[config.mk]
export PLATFORM = sky130hd
export DESIGN_NAME = emulador_montacargas
export DESIGN_NICKNAME = d
export VERILOG_FILES = /design/src/rtl/montacargas_pkg.sv /design/src/rtl/generador_de_pasos.sv /design/src/rtl/emulador_montacargas.sv
export SDC_FILE = /design/constraint.sdc
export NUM_CORES = 1
export LEC_CHECK = 0
export BUFFER_PORTS_ARGS = -buffer_cell sky130_fd_sc_hd__buf_2
export CORE_UTILIZATION = 45
export DETAILED_ROUTE_END_ITERATION = 6
export PLACE_DENSITY = 0.65
export SLEW_MARGIN = 0
export SYNTH_ARGS = -nofsm -noshare
export SYNTH_HDL_FRONTEND = slang
export SYNTH_SLANG_ARGS = --single-unit
[constraint.sdc]
create_clock -name clockBase_4MHz -period 2.5 [get_ports clockBase_4MHz]
set_clock_uncertainty 0.1 [all_clocks]
set_input_delay 0.375 -clock clockBase_4MHz [delete_from_list [all_inputs] [get_ports clockBase_4MHz]]
set_output_delay 0.375 -clock clockBase_4MHz [all_outputs]
set_load 0.1 [all_outputs]
[src/rtl/montacargas_pkg.sv]
// Shared motor command encoding and plant states for the elevator emulator.
package montacargas_pkg;

  localparam logic [1:0] MOTOR_PARAR  = 2'b00;
  localparam logic [1:0] MOTOR_BAJAR  = 2'b01;
  localparam logic [1:0] MOTOR_SUBIR  = 2'b10;
  localparam logic [1:0] MOTOR_ILEGAL = 2'b11;

  typedef enum logic [2:0] {
    REPOSO,
    SUBIENDO,
    BAJANDO,
    INERCIA,
    FALLA
  } estado_t;

endpackage

[src/rtl/generador_de_pasos.sv]
// Step timer: pulses once every TICKS_POR_PASO enabled cycles.
module generador_de_pasos #(
  parameter int TICKS_POR_PASO = 40000
) (
  input  logic clockBase_4MHz,
  input  logic reset,
  input  logic clear,
  input  logic enable,
  output logic paso
);

  localparam int W = (TICKS_POR_PASO > 1) ? $clog2(TICKS_POR_PASO) : 1;
  localparam logic [W-1:0] ULTIMO = W'(TICKS_POR_PASO - 1);

  logic [W-1:0] cuenta;

  // Not gated by clear: the FSM already ranks stop/reversal/fault above a step.
  assign paso = enable && (cuenta == ULTIMO);

  always_ff @(posedge clockBase_4MHz or negedge reset) begin
    if (!reset) begin
      cuenta <= '0;
    end else if (clear || !enable) begin
      cuenta <= '0;
    end else if (cuenta == ULTIMO) begin
      cuenta <= '0;
    end else begin
      cuenta <= cuenta + 1'b1;
    end
  end

endmodule

[src/rtl/emulador_montacargas.sv]
// Three-floor elevator plant emulator; define EMULADOR_INERCIA_EN
// to let the car coast one extra step after a stop command.
import montacargas_pkg::*;

module emulador_montacargas #(
  parameter int TICKS_POR_PASO = 40000,
  parameter int POS_PISO2      = 100,
  parameter int POS_PISO3      = 200
) (
  input  logic       clockBase_4MHz,
  input  logic       reset,
  input  logic [1:0] driverMotor,
  input  logic       puertaAbierta,
  output logic       FC1,
  output logic       FC2,
  output logic       FC3,
  output logic       SPC,
  output logic [7:0] posicion,
  output logic       falla
);

  localparam logic [7:0] PISO2 = 8'(POS_PISO2);
  localparam logic [7:0] TOPE  = 8'(POS_PISO3);

  estado_t    estado, estadoSig;
  logic [7:0] posSig;
  logic       subirReg, subirSig;
  logic       puertaS1, puertaS2;
  logic       paso, limpiar, habil;
  logic       mover, dirSube, enLimite;
  logic [7:0] posPaso;

  generador_de_pasos #(
    .TICKS_POR_PASO(TICKS_POR_PASO)
  ) uPasos (
    .clockBase_4MHz(clockBase_4MHz),
    .reset         (reset),
    .clear         (limpiar),
    .enable        (habil),
    .paso          (paso)
  );

  assign mover = (driverMotor == MOTOR_SUBIR) ||
                 (driverMotor == MOTOR_BAJAR);
  assign habil = (estado == SUBIENDO) ||
                 (estado == BAJANDO) ||
                 (estado == INERCIA);
  assign limpiar = (estadoSig != estado) || !habil;

  assign dirSube = (estado == SUBIENDO) ||
                   ((estado == INERCIA) && subirReg);
  assign enLimite = dirSube ? (posicion == TOPE)
                            : (posicion == 8'd0);
  assign posPaso = dirSube ? posicion + 8'd1
                           : posicion - 8'd1;

  assign subirSig = (estado == SUBIENDO) ? 1'b1 :
                    (estado == BAJANDO)  ? 1'b0 : subirReg;

  assign falla = (estado == FALLA);
  assign SPC   = ~puertaS2;

  always_comb begin
    estadoSig = estado;
    posSig    = posicion;
    case (estado)
      REPOSO: begin
        if (driverMotor == MOTOR_ILEGAL) begin
          estadoSig = FALLA;
        end else if (mover && puertaS2) begin
          estadoSig = FALLA;
        end else if (driverMotor == MOTOR_SUBIR) begin
          estadoSig = SUBIENDO;
        end else if (driverMotor == MOTOR_BAJAR) begin
          estadoSig = BAJANDO;
        end
      end
      SUBIENDO, BAJANDO: begin
        if (driverMotor == MOTOR_ILEGAL) begin
          estadoSig = FALLA;
        end else if (mover && puertaS2) begin
          estadoSig = FALLA;
        end else if (driverMotor == MOTOR_PARAR) begin
`ifdef EMULADOR_INERCIA_EN
          estadoSig = INERCIA;
`else
          estadoSig = REPOSO;
`endif
        end else if ((driverMotor == MOTOR_SUBIR) != dirSube) begin
          estadoSig = dirSube ? BAJANDO : SUBIENDO;
        end else if (paso) begin
          if (enLimite) estadoSig = FALLA;
          else          posSig    = posPaso;
        end
      end
      INERCIA: begin
        if (driverMotor == MOTOR_ILEGAL) begin
          estadoSig = FALLA;
        end else if (paso) begin
          if (enLimite) begin
            estadoSig = FALLA;
          end else begin
            posSig    = posPaso;
            estadoSig = REPOSO;
          end
        end
      end
      FALLA:   estadoSig = FALLA;
      default: estadoSig = REPOSO;
    endcase
  end

  always_ff @(posedge clockBase_4MHz or negedge reset) begin
    if (!reset) begin
      estado   <= REPOSO;
      posicion <= 8'd0;
      subirReg <= 1'b0;
    end else begin
      estado   <= estadoSig;
      posicion <= posSig;
      subirReg <= subirSig;
    end
  end

  // Sensor outputs lag posicion by one cycle, like the real switches.
  always_ff @(posedge clockBase_4MHz or negedge reset) begin
    if (!reset) begin
      FC1      <= 1'b1;
      FC2      <= 1'b0;
      FC3      <= 1'b0;
      puertaS1 <= 1'b0;
      puertaS2 <= 1'b0;
    end else begin
      FC1      <= (posicion == 8'd0);
      FC2      <= (posicion == PISO2);
      FC3      <= (posicion == TOPE);
      puertaS1 <= puertaAbierta;
      puertaS2 <= puertaS1;
    end
  end

endmodule

==> results of run 1 <==
-- final timing paths --
path / start / end / slack, ps
setup / recovery: posicion[0] / uPasos.cuenta[8] / 130
hold / removal: reset / uPasos.cuenta[4] / 50
setup reg to reg: posicion[0] / uPasos.cuenta[8] / 130
hold reg to reg: puertaS1 / puertaS2 / 250
max in group asynchronous: reset / posicion[0] / 1710
min in group clockBase_4MHz: puertaAbierta / puertaS1 / 100
-- where the power goes --
part | internal, mW | switching, mW | leakage [nW] | total, mW
Clock | 0.192 | 0.194 | 0.0439 | 0.386
Sequential | 0.557 | 0.0151 | 0.420 | 0.572
Combinational | 0.132 | 0.311 | 0.592 | 0.443
Total | 0.880 | 0.520 | 1.06 | 1.40
-- routing by layer --
layer,vias to the layer above,GRT usage
met4,0,0.0600
met3,6,0.0332
met1,817,0.294
li1,905,-
met2,25,0.294
met5,-,0
-- worst max-delay path, stage by stage, from the launching register on --
cell and delay [ps]:
dfrtp_4 500, or3_1 400, or3_4 420, a2111oi_4 220, a21oi_1 130, o2111ai_2 260, buf_12 180, nor3_1 60
-- synthesized netlist by cell type, types with 3 or more instances --
| cell | n |
|---|---|
| dfrtp_1 | 32 |
| nand2_1 | 27 |
| nor2_1 | 14 |
| nor3_1 | 13 |
| nand3_1 | 12 |
| nor4_1 | 12 |
| xnor2_1 | 12 |
| ha_1 | 11 |
| inv_1 | 11 |
| xor2_1 | 11 |
| a21oi_1 | 9 |
| o21ai_0 | 8 |
| nand4_1 | 7 |
| nor2b_1 | 5 |
| clkbuf_1 | 4 |
| nand2b_1 | 3 |
| o21ai_1 | 3 |
-- kinds of logic (layout without fill, tap and decap cells) --
group / after synthesis / count (layout) / synth area share
mux: 1 / 1 / 0.00475
xor+xnor: 23 / 23 / 0.0955
simple gates: 108 / 108 / 0.277
compound gates: 36 / 36 / 0.116
buf+inv: 19 / 53 / 0.0404
flops: 33 / 33 / 0.392
fa+ha+maj: 12 / 12 / 0.0748
-- final cells by class --
| type | instances | area [um2] |
|---|---|---|
| multi-input combinational | 180 | 1220 |
| tap | 52 | 65.1 |
| clock buffer | 5 | 68.8 |
| sequential | 33 | 840 |
| clock inverter | 3 | 17.5 |
| inverter | 11 | 41.3 |
| timing repair buffer | 34 | 229 |
| fill | 404 | 1930 |
-- stage by stage --
stage               std cells  area [um2]
floorplan                 232        2140
global placement          307        2360
detailed placement        307        2360
CTS                       315        2450
global route              318        2480
finish                    318        2480
-- timing repair --
item,in CTS,in global routing
gates resized for setup,0,5
setup buffers,0,3
setup endpoints to repair,0,18
==> impl_metrics.tcl, run 1 <==
set metrics [dict create \
    status "finished, final reports clean" \
    p_per_area_nw_per_um2 564 \
    antenna_found_initial 0 \
    met3RoutedLength_um 150 \
    p_leak_nw 1.06 \
    grt_pass1_wl_um 7790 \
    initial_core_util 0.478 \
    die_area_um2 4960 \
    gp_congestion 0.836 \
    postRouteAntennaNets 0 \
    finalPower_mw 1.40 \
    synth_seq_cells 33 \
    synth.largest_area_cell "dfrtp_1" \
    final_cell_mix "26 x dfrtp_1, 26 x nand2_1, 17 x buf_2, 15 x buf_4, 14 x nor2_1" \
    fin_tns_setup_ps 0 \
    nets 282 \
    top_register "uPasos.cuenta" \
    m1WireLength_um 2220 \
    first_iter_violations 100 \
    routed.top_layer "met4" \
    drive_gt1_frac 0.214 \
    fp.dieH_um 70.4 \
    cts.clk_slew.worst_paths_ps 70 \
    core_um2 4410 \
    grt_usage 0.198 \
    reg_top3 "uPasos.cuenta: 16 flops, posicion: 8 flops, estado: 3 flops" \
    critPathMaxFanout 16 \
    synth_async_sr_flop_share 1.00 \
    setup_violations 0 \
    largest_reg_flops 16 \
    wl_per_cell_um 13.6 \
    yosysSeqAreaShare 0.392 \
    areaGrowthSynthToFinish_pct 17.9 \
    hold_class "primary input to async pin" \
    final_max_slew_viol_count 0 \
    root_buffer "clkbuf_8" \
    port_buffers 17 \
    arrival_ps 2440 \
    clk_path_buf_depth 2 \
    ys_types 50 \
    syn_area_per_cell_um2 9.09 \
    cts-buffers-inserted 5 \
    cts_tree "built" \
    yosysTopAreaCellShare 0.380 \
    synth_area_leaders "dfrtp_1 38%, ha_1 6.5%, xnor2_1 5.0%, nand2_1 4.8%, xor2_1 4.6%" \
    h-tree-depth 2 \
    vias 1753 \
    peakVddDrop_v 0.000359 \
    synth_edf_count 0 \
    utilization 0.563 \
    fin_ws_ps 127 \
    critical_path_required_ps 2570 \
    fmax_mhz 421 \
    pre_cts_ws_ps 26.0 \
    ctsHoldBuffers 0 \
    grt_pass1_vias 1676 \
    drc 0 \
    critPathCaptureType "flip-flop" \
    via_per_inst 5.51 \
    io_pins 18 \
    worst_slew_pin_slew_ps 723 \
    synth_warnings 0 \
    routed_wl_um 4320 \
    cp-start-kind "flip-flop" \
    num_antenna_cells 0 \
    hold_viol_final 0 \
    clkLatencyLatePin_ps 280 \
    slew_headroom 0.518 \
    maxCapViolations 0 \
    synth_nets 249 \
    synth_area_um2 2110 \
    cts_sinks 33 \
    holdWs_ps 47.2 \
    period_needed_ps 2370 \
    grt_max_degree 34 \
    fin_crit_sh 0.949 \
    wl_met2_um 1900 \
    synth_ff_type "dfrtp_1" \
    die_w_um 70.4 \
    path_class "flip-flop to flip-flop" \
    grt_overflow_total 0 \
    ff2ff_path_depth 7 \
    netlist_instances 232 \
    num_rows 24 \
    hpwl_um 3290 \
    drt-pass1-iter-count 4 \
]
No activity file was read; power rests on OpenSTA's default activity.
==> inputs of run 2 (changes only) <==
--- a/config.mk
+++ b/config.mk
@@ -6,6 +6,7 @@
 export NUM_CORES = 1
 export LEC_CHECK = 0
 export BUFFER_PORTS_ARGS = -buffer_cell sky130_fd_sc_hd__buf_2
+export CORE_ASPECT_RATIO = 1.1
 export CORE_UTILIZATION = 45
 export DETAILED_ROUTE_END_ITERATION = 6
 export PLACE_DENSITY = 0.65
==> impl_metrics.tcl, run 2 (same netlist as run 1, synthesis figures left out) <==
set metrics [dict create \
    clk_path_buf_depth 2 \
    port_buffers 17 \
    top_register "uPasos.cuenta" \
    cts-buffers-inserted 5 \
    num_antenna_cells 0 \
    largest_reg_flops 16 \
    vias 1774 \
    postRouteAntennaNets 0 \
    root_buffer "clkbuf_8" \
    n_fill_cell 401 \
    io_pins 18 \
    first_iter_violations 61 \
    cts_sinks 33 \
    grt_setup_unrepaired "false" \
    cts_tree "built" \
    reg_top3 "uPasos.cuenta: 16 flops, posicion: 8 flops, estado: 3 flops" \
    grt_overflow_total 0 \
    die_w_um 67.3 \
    path_class "flip-flop to flip-flop" \
    fin_area_um2 2510 \
    gp_congestion 0.789 \
    cp-start-kind "flip-flop" \
    critPathMaxFanout 16 \
    fp.dieH_um 73.8 \
    final_max_slew_viol_count 0 \
    p_leak_nw 1.06 \
    drt-pass1-iter-count 4 \
    num_rows 25 \
    period_needed_ps 2430 \
    dp.cells 310 \
    fin_crit_sh 0.971 \
    h-tree-depth 2 \
    areaGrowthSynthToFinish_pct 18.9 \
    wl_per_cell_um 14.4 \
    layout.cells.non_filler 322 \
    clkLatencyLatePin_ps 280 \
    initial_core_util 0.478 \
    critPathCaptureType "flip-flop" \
    final_cell_mix "26 x dfrtp_1, 26 x nand2_1, 17 x buf_2, 16 x buf_4, 14 x nor2_1" \
    grt_usage 0.204 \
    utilization 0.569 \
    grt_max_degree 34 \
    finalPower_mw 1.41 \
    core_um2 4410 \
    worst_slew_pin_slew_ps 733 \
    hold_viol_final 0 \
    drc 0 \
    placed_cell_area_um2 2380 \
    nets 284 \
    p_per_area_nw_per_um2 560 \
    antenna_found_initial 0 \
    via_per_inst 5.51 \
    maxCapViolations 0 \
    routed_wl_um 4630 \
    drive_gt1_frac 0.216 \
    grt_pass1_vias 1691 \
    status "finished, final reports clean" \
    slew_headroom 0.512 \
    critical_path_required_ps 2570 \
    arrival_ps 2500 \
    hpwl_um 3420 \
    cts.clk_slew.worst_paths_ps 70 \
    setup_violations 0 \
    die_area_um2 4960 \
    peakVddDrop_v 0.000333 \
    fmax_mhz 412 \
    ctsHoldBuffers 0 \
    grt_pass1_wl_um 7540 \
    hold_class "primary input to async pin" \
]
-- run 2: cell count changes in the layout (fill, tap and decap cells not counted), sizes merged --
cell,previous run,this run
buf,34,36
clkbuf,5,6
clkinvlp,1,0
-- run 2: routing by layer --
layer	global-route usage	share of wire	vias to the layer above
met4	0.0496	0.012	0
met5	0	0	-
met2	0.353	0.50	25
li1	-	-	906
met3	0.0481	0.027	7
met1	0.251	0.46	836
-- run 2: worst max-delay path, stage by stage, from the launching register on --
cell and delay [ps]:
dfrtp_4 510, or3_1 410, or3_4 420, a2111oi_4 210
a21oi_1 130, o2111ai_2 290, buf_12 180, nor4_1 60
-- run 2: final timing paths --
check                           startpoint                 to  slack, ps  depth (start not counted)
max                            posicion[0]  uPasos.cuenta[10]         70                          7
min                                  reset   uPasos.cuenta[4]         50                          1
max reg2reg                    posicion[0]  uPasos.cuenta[10]         70                          7
min reg2reg                       puertaS1           puertaS2        270                          0
max in group asynchronous            reset        posicion[1]       1710                          1
min in group clockBase_4MHz  puertaAbierta           puertaS1        100                          1
-- run 2: final cells by class --
type	count	area [um2]	area share
clock buffer	6	72.6	0.0289
clock inverter	2	10.0	0.00399
inverter	11	41.3	0.0165
multi-input combinational	180	1220	0.487
sequential	33	840	0.335
tap	54	67.6	0.0269
timing repair buffer	36	256	0.102
-- run 2: power by group --
part | leakage [nW] | internal (mW) | switching, mW
clock | 0.0450 | 0.193 | 0.189
sequential | 0.420 | 0.557 | 0.0158
combinational | 0.600 | 0.136 | 0.315
-- run 2: stage by stage --
stage	setup TNS [ps]	setup slack [ps]	hold WS, ps
after floorplan	-211	-27.5	-20.6
after global placement	0	106	245
after detailed placement	0	60.8	249
after CTS	0	58.2	73.7
after global routing	0	10.5	93.2
final	0	72.2	49.9
-- run 2: repair_timing --
action	CTS	global route
endpoints found under the setup margin	0	17
endpoints found under the hold margin	0	0
resized for setup	0	3
setup buffers	0	4
